===== src/rtl/uart_hex_rx.sv =====
// uart_hex_rx: ASCII hex line parser for the debug UART receive path.
// Hex digits accumulate into a WIDTH-bit word; CR or LF publishes it with a
// one-cycle o_data_stb. Invalid characters or too many digits pulse o_err once
// and the rest of the line is discarded up to the next terminator.
//
// Optional feature macro: UART_HEX_RX_BKSP_EN
//   defined   -> BS (0x08) and DEL (0x7F) delete the last entered digit.
//   undefined -> BS and DEL are ordinary invalid characters.
//
// Input handshake: i_rx_valid is a one-cycle qualifier with no ready/backpressure;
// i_rx_data is consumed on every rising edge where i_rx_valid is 1, including
// consecutive cycles. Outputs o_data_stb and o_err are registered pulses that
// appear the cycle after the byte is sampled.
module uart_hex_rx #(
    parameter int WIDTH = 32
) (
    input  logic             clk,
    input  logic             rst,
    input  logic [7:0]       i_rx_data,
    input  logic             i_rx_valid,
    output logic [WIDTH-1:0] o_data,
    output logic             o_data_stb,
    output logic             o_err,
    output logic             o_busy,
    output logic [1:0]       o_state
);

    localparam int NUM_NIB = WIDTH / 4;
    localparam int CNT_W   = $clog2(NUM_NIB + 1);

    localparam logic [1:0] ST_IDLE    = 2'd0;
    localparam logic [1:0] ST_ACCUM   = 2'd1;
    localparam logic [1:0] ST_DISCARD = 2'd2;

    logic [1:0]       state;
    logic [WIDTH-1:0] acc;
    logic [CNT_W-1:0] cnt;

    logic             is_digit;
    logic             is_term;
    logic [3:0]       nib;
    logic [WIDTH+3:0] acc_ext;
    logic [WIDTH-1:0] acc_shift;
    logic             cnt_full;
`ifdef UART_HEX_RX_BKSP_EN
    logic             is_bksp;
`endif

    // Classify the incoming byte and precompute the shifted accumulator.
    always_comb begin
        is_digit = 1'b0;
        nib      = 4'd0;
        if (i_rx_data >= 8'h30 && i_rx_data <= 8'h39) begin
            is_digit = 1'b1;
            nib      = i_rx_data[3:0];
        end else if ((i_rx_data >= 8'h41 && i_rx_data <= 8'h46) ||
                     (i_rx_data >= 8'h61 && i_rx_data <= 8'h66)) begin
            // 'A'/'a' have low nibble 1, so +9 maps them to 10.
            is_digit = 1'b1;
            nib      = i_rx_data[3:0] + 4'd9;
        end
        is_term   = (i_rx_data == 8'h0D) || (i_rx_data == 8'h0A);
`ifdef UART_HEX_RX_BKSP_EN
        is_bksp   = (i_rx_data == 8'h08) || (i_rx_data == 8'h7F);
`endif
        acc_ext   = {acc, nib};
        acc_shift = acc_ext[WIDTH-1:0];
        cnt_full  = (cnt == CNT_W'(NUM_NIB));
    end

    // Line parser: state, accumulator, published word and output pulses.
    always_ff @(posedge clk) begin
        if (rst) begin
            state      <= ST_IDLE;
            acc        <= '0;
            cnt        <= '0;
            o_data     <= '0;
            o_data_stb <= 1'b0;
            o_err      <= 1'b0;
        end else begin
            o_data_stb <= 1'b0;
            o_err      <= 1'b0;
            if (i_rx_valid) begin
                case (state)
                    ST_IDLE: begin
                        if (is_digit) begin
                            acc   <= acc_shift;
                            cnt   <= CNT_W'(1);
                            state <= ST_ACCUM;
                        end else if (is_term) begin
                            // Empty lines and the LF of CR/LF produce nothing.
                            state <= ST_IDLE;
`ifdef UART_HEX_RX_BKSP_EN
                        end else if (is_bksp) begin
                            state <= ST_IDLE;
`endif
                        end else begin
                            o_err <= 1'b1;
                            state <= ST_DISCARD;
                        end
                    end
                    ST_ACCUM: begin
                        if (is_digit) begin
                            if (cnt_full) begin
                                o_err <= 1'b1;
                                state <= ST_DISCARD;
                            end else begin
                                acc <= acc_shift;
                                cnt <= cnt + CNT_W'(1);
                            end
                        end else if (is_term) begin
                            o_data     <= acc;
                            o_data_stb <= 1'b1;
                            acc        <= '0;
                            cnt        <= '0;
                            state      <= ST_IDLE;
`ifdef UART_HEX_RX_BKSP_EN
                        end else if (is_bksp) begin
                            if (cnt > CNT_W'(1)) begin
                                acc <= acc >> 4;
                                cnt <= cnt - CNT_W'(1);
                            end else begin
                                acc   <= '0;
                                cnt   <= '0;
                                state <= ST_IDLE;
                            end
`endif
                        end else begin
                            o_err <= 1'b1;
                            state <= ST_DISCARD;
                        end
                    end
                    ST_DISCARD: begin
                        // Only a terminator ends a bad line; one error per line.
                        if (is_term) begin
                            acc   <= '0;
                            cnt   <= '0;
                            state <= ST_IDLE;
                        end
                    end
                    default: begin
                        acc   <= '0;
                        cnt   <= '0;
                        state <= ST_IDLE;
                    end
                endcase
            end
        end
    end

    assign o_busy  = (state != ST_IDLE);
    assign o_state = state;

endmodule


===== config.mk =====
export PLATFORM = sky130hd
export DESIGN_NAME = uart_hex_rx
export DESIGN_NICKNAME = d
export VERILOG_FILES = /design/src/rtl/uart_hex_rx.sv
export SDC_FILE = /design/constraint.sdc
export NUM_CORES = 1
export LEC_CHECK = 0
export CAP_MARGIN = 10
export CORE_UTILIZATION = 59
export CTS_CLUSTER_SIZE = 10
export DETAILED_ROUTE_END_ITERATION = 7
export GPL_TIMING_DRIVEN = 0
export PLACE_DENSITY_LB_ADDON = 0.25
export SLEW_MARGIN = 5
export SYNTH_ARGS = -nofsm -noshare
export SYNTH_HDL_FRONTEND = slang
export SYNTH_SLANG_ARGS = --single-unit

===== constraint.sdc =====
create_clock -name clk -period 6.2 [get_ports clk]
set_input_delay 0.62 -clock clk [delete_from_list [all_inputs] [get_ports clk]]
set_output_delay 0.62 -clock clk [all_outputs]
set_load 0.01 [all_outputs]

* Yosys cells after proc, flatten, opt, wreduce, memory -nomap -nowiden
Cells that the tools add are included.
Storage, ports and cells: flip-flop bits (word level) 72, bits in latches 0, bits in writable memories 0, ROM bits 0, input port bits 11, logic and storage cells 64, memories 0
Operators by class: add/subtract/negate cells 2, multipliers 0, divide/modulo/power cells 0, $lt $le $gt $ge 6, equal/unequal tests 9, shift-type cells 0, mux-type cells 26, bitwise gates (word level) 3, reductions and logical operators 12
Operator list (number):
- $mux 32 | 4
- $pmux 32 s3 | 1
- $mux 4 | 6
- $eq 8x4->1 const B | 2
- $ge 8x7->1 const B | 2
- $le 8x7->1 const B | 2
- $pmux 4 s3 | 1
- $mux 2 | 5
- $ge 8x6->1 const B | 1
- $le 8x6->1 const B | 1
- $mux 1 | 7
- $ne 3x3->1 const B | 2
- $pmux 2 s3 | 1
- $reduce_and 3->1 | 2
- $add 4x1->4 const B | 1
- $add 4x4->4 const B | 1
- $eq 4x4->1 const B | 1
- $ne 2x2->1 const B | 2
- $reduce_and 4->1 | 1
- $reduce_or 4->1 | 1
- $logic_and 1x1->1 | 3
- $not 1->1 | 3
- $eq 2x1->1 const B | 1
- $eq 2x2->1 const B | 1
- other kinds (5) | 6

* Longest topological paths before layout
depth after elaboration 8, depth in mapped cells 11, depth with buffers taken out 8

* Worst setup path after synthesis
OpenSTA, ideal clock, no wires.
path type input -> register, from input port i_rx_data[1], to register cnt[3], library setup time 0.074 ns, arrival 2.379 ns, data required time 6.126 ns, slack 3.746 ns, cell stages on the path 8, path buffers 0, cells stage by stage inv_1 > ha_1 > nand2b_1 > o211ai_1 > a21oi_1 > a2111oi_4 > or4b_1 > a31oi_1
On the way: longest elaborated chain between the ends 7, elaborated cells on any way between the ends 21, classes of those cells order compare (6); eq/ne (4); mux (5); reduce/logical (6)
RTL lines:
- from (decl) | line 19 | input logic [7:0] i_rx_data,
- $ge 8x7->1 (tied with other cells) | line 56 | end else if ((i_rx_data >= 8'h41 && i_rx_data <= 8'h46) ||
- $logic_and 1x1->1, on equally long branches | line 56, 57
- $logic_or 1x1->1 | line 56
- $mux 1 | line 56
- $mux 1 | line 53 | if (i_rx_data >= 8'h30 && i_rx_data <= 8'h39) begin
- $ne 3x3->1 (no source line) (tied with other cells)
- $reduce_and 3->1 (no source line) / $pmux 4 s3 (equally long branches)
- to (signal assigned) | line 109 | cnt <= cnt + CNT_W'(1);
- to (decl) | line 37 | logic [CNT_W-1:0] cnt;
Parallel ways exist; a longest one is shown, timed or not. A chain may end at the register's enable or synchronous reset.

* Worst setup path in the final report
from input port i_rx_data[1], to register acc[13]
On the way: longest elaborated chain between the ends 7, elaborated cells on any way between the ends 21, classes of those cells order compare (6); eq/ne (4); mux (5); reduce/logical (6)
RTL lines:
- $ge 8x7->1 (tied with other cells) | line 56
- $logic_and 1x1->1, on equally long branches | line 56, 57
- $logic_or 1x1->1 | line 56
- $mux 1 | line 56
- $mux 1 | line 53
- $ne 3x3->1 (no source line) (tied with other cells)
- $reduce_and 3->1 (no source line) / $pmux 32 s3 (equally long branches)
- to (signal assigned) | line 87 | acc <= acc_shift;
- to (signal assigned) | line 108 | acc <= acc_shift;
- to (decl) | line 36 | logic [WIDTH-1:0] acc;
Parallel ways exist; a longest one is shown, timed or not.

==> impl_metrics.csv <==
group,metric,value,unit
outcome,status,"finished, final reports clean",
final_layout,stdcell_count,542,
sta,relSlewSlack,0.544,
routing,drt_iter0_drc,311,
sta,rsz0062_at_grt,"no",
logic_synthesis,ys_seq_area_frac,0.422,
die,io_pins,48,
setup_path,worstSetupStartpointType,"primary input",
logic_synthesis,synthMuxAreaShare,0.00586,
power,power_density,238,nW/um^2
power,total_power,1.00,mW
clock_network,ctsResizeCount,0,
min_path,hp-start,"o_data[11]",
clock_network,root_buffer,"clkbuf_8",
clock_network,clk_latency,0.36,ns
setup_path,arrival,3.37,ns
clock_network,h-tree-depth,3,
setup_path,worstPathMaxFanout,10,
die,initial_utilization,0.617,
logic_synthesis,yosys_warnings,0,
final_layout,multi_input_area,1800,um^2
routing,wl_per_cell,17.7,um
routing,vias_per_cell,6.34,
setup_path,required,6.45,ns
global_routing,antenna_found_initial,0,
routing,num_vias,3435,
final_layout,diodes,0,
sta,skew,0.0103,ns
routing,drt_pass1_iterations,5,
clock_network,clockBufferDepth,2,
placement,pre_cts_ws,2.79,ns
placement,port-buffer-count,46,
clock_network,cts_hold_buf,0,
sta,period_share,0.504,
sta,setup_tns,0,ns
global_routing,grt_pass1_vias,3255,
logic_synthesis,synthSimpleGateAreaFrac,0.182,
global_routing,grt_max_degree,13,
setup_path,reg2reg_depth,8,
setup_path,regToRegSetupSlack,3.74,ns
power,p_leak,1.45,nW
die,die_h,78.1,um
routing,antenna_left,0,
die,fp.coreArea,5540,um^2
power,ir_drop,0.182,mV
logic_synthesis,synth_cell_types,51,
clock_network,post_cts_buffers,0,
setup_path,timing.rr.start,"o_state[0]",
die,die_w,78.1,um
sta,setup_ws,3.07,ns
routing,drt_wl_total,9600,um
final_layout,n_fill_cell,423,
sta,worst_slew_pin_slew,0.675,ns
global_routing,grt_use_total,0.338,
final_layout,design.final.nets,482,
logic_synthesis,synth_top_family_by_area,"compound AO/OA/AOI/OAI gates",
final_layout,drive_gt1_frac,0.0617,
placement,place_congestion,0.981,
die,dieArea,6100,um^2
routing,drc_errors,0,
logic_synthesis,synth_adder_area_share,0.0220,
setup_path,path_class,"primary input to register",
sta,fin_crit,3.13,ns
logic_synthesis,synth.avg_cell_area,8.37,um^2
logic_synthesis,synthArstFlopShare,0,
logic_synthesis,synth_compound_area_frac,0.318,
final_layout,syn2layout_area_growth,23.3,%
min_path,hp-class,"register to register",
logic_synthesis,syn_nets,425,
sta,final_hold_viol_count,0,
setup_path,crit_path_end_kind,"register",
sta,slew_viol_final,0,
logic_synthesis,netlist_instances,408,
logic_synthesis,synthXorXnorAreaFrac,0,
logic_synthesis,synth_seq_cells,72,
sta,fmax,0.320,GHz
clock_network,cts_tree,"done",
run,max_cap_viol_count,0,
logic_synthesis,synth_edf_count,0,
global_routing,grt_pass1_wl,16200,um
clock_network,cts_buffers,9,
placement,dp_cells,526,
sta,hold_ws,0.457,ns
final_layout,regArea,1440,um^2
sta,setup_viol,0,
clock_network,cts_sinks,72,
min_path,whs_endpoint,"o_data[11]",
die,num_rows,27,
setup_path,r2r-end,"acc[2]",
min_path,hold_path_depth,2,
clock_network,clk_pin_slew,0.08,ns
placement,place_hpwl,6770,um
global_routing,grt_overflow,0,
logic_synthesis,netlist_area,3420,um^2
logic_synthesis,yosys_most_used_dff,"dfxtp_1",
[routing by layer]
| metal | vias to the layer above | part of all wire | GRT usage | wire length (um) |
|---|---|---|---|---|
| met3 | 29 | 0.090 | 0.0698 | 867 |
| li1 | 1625 | - | - | - |
| met2 | 194 | 0.47 | 0.535 | 4490 |
| met4 | 0 | 0.025 | 0.157 | 238 |
| met1 | 1587 | 0.42 | 0.442 | 4000 |
| met5 | - | 0 | 0 | 0 |
[cells by family after synthesis]
family,after synthesis
compound gates,153
fa+ha+maj,6
buf+inv,44
flops,72
mux,2
simple gates,131
[cell type report]
cell class                      instances  area share
Multi-Input combinational cell        292       0.428
Inverter                                9     0.00802
Timing Repair Buffer                   46       0.109
Buffer                                 35      0.0330
Sequential cell                        72       0.342
Clock buffer                           11      0.0336
Tap cell                               72      0.0214
Clock inverter                          5      0.0247
[state kept, by name, summed over array words and instances (netlist names)]
name        cells
acc            32
o_data         32
cnt             4
o_state         2
o_data_stb      1
o_err           1
[cells in the mapped netlist (2+ instances only)]
| master | n | area share |
|---|---|---|
| nand2_1 | 76 | 0.084 |
| dfxtp_1 | 72 | 0.42 |
| a21oi_1 | 36 | 0.053 |
| a22o_1 | 30 | 0.077 |
| clkbuf_1 | 29 | 0.032 |
| a31oi_1 | 24 | 0.044 |
| o22ai_1 | 19 | 0.035 |
| a22oi_1 | 17 | 0.037 |
| nor2b_1 | 16 | 0.029 |
| nor2_1 | 14 | 0.015 |
| inv_1 | 8 | 0.0088 |
| nand3_1 | 7 | 0.010 |
| buf_2 | 6 | 0.0088 |
| ha_1 | 6 | 0.022 |
| o21ai_0 | 4 | 0.0059 |
| nand2b_1 | 3 | 0.0055 |
| a32o_1 | 2 | 0.0059 |
| a32oi_1 | 2 | 0.0051 |
| and2_1 | 2 | 0.0037 |
| and3_1 | 2 | 0.0037 |
| mux2i_1 | 2 | 0.0059 |
| o32ai_1 | 2 | 0.0051 |
[metrics by stage]
step	cell area [um^2]	utilization
floorplan	3420	-
global placement	3970	0.716
detailed placement	3970	0.716
CTS	4210	0.760
global route	4210	0.760
finish	4210	0.760
[how the worst max path moves through the flow]
| stage | start | end |
|---|---|---|
| floorplan | i_rx_data[1] | cnt[3] |
| global placement | i_rx_data[1] | acc[16] |
| detailed placement | i_rx_data[1] | acc[13] |
| CTS | i_rx_data[1] | acc[13] |
| global route | i_rx_data[1] | acc[13] |
| finish | i_rx_data[1] | acc[13] |
[report_power, final]
group          total, mW  switching, mW  internal, mW
combinational     0.0811         0.0556        0.0255
clock              0.457          0.178         0.278
sequential         0.466        0.00170         0.464
total               1.00          0.236         0.768
[placed cells by master, fill, tap and decap left out, drive strengths merged, types with 2 or more instances in the layout]
master,instances
nand2,76
dfxtp,72
clkdlybuf4s50,46
clkbuf,40
a21oi,37
a22o,30
a31oi,24
o22ai,19
a22oi,17
nor2b,16
nor2,15
inv,9
nand3,7
buf,6
ha,6
o21ai,4
nand2b,3
bufinv,3
mux2i,2
a32o,2
and2,2
and3,2
a32oi,2
o32ai,2
nor3,2
clkinv,2
[critical path, cell delays in order]
cell,delay (ns)
clkdlybuf4s50_1,0.52
inv_1,0.09
ha_1,0.23
nand2b_1,0.20
o211ai_1,0.41
nand2_1,0.32
clkbuf_1,0.35
a22oi_1,0.27
o22ai_1,0.12
a22o_1,0.23
No activity file was read; power rests on OpenSTA's default activity.
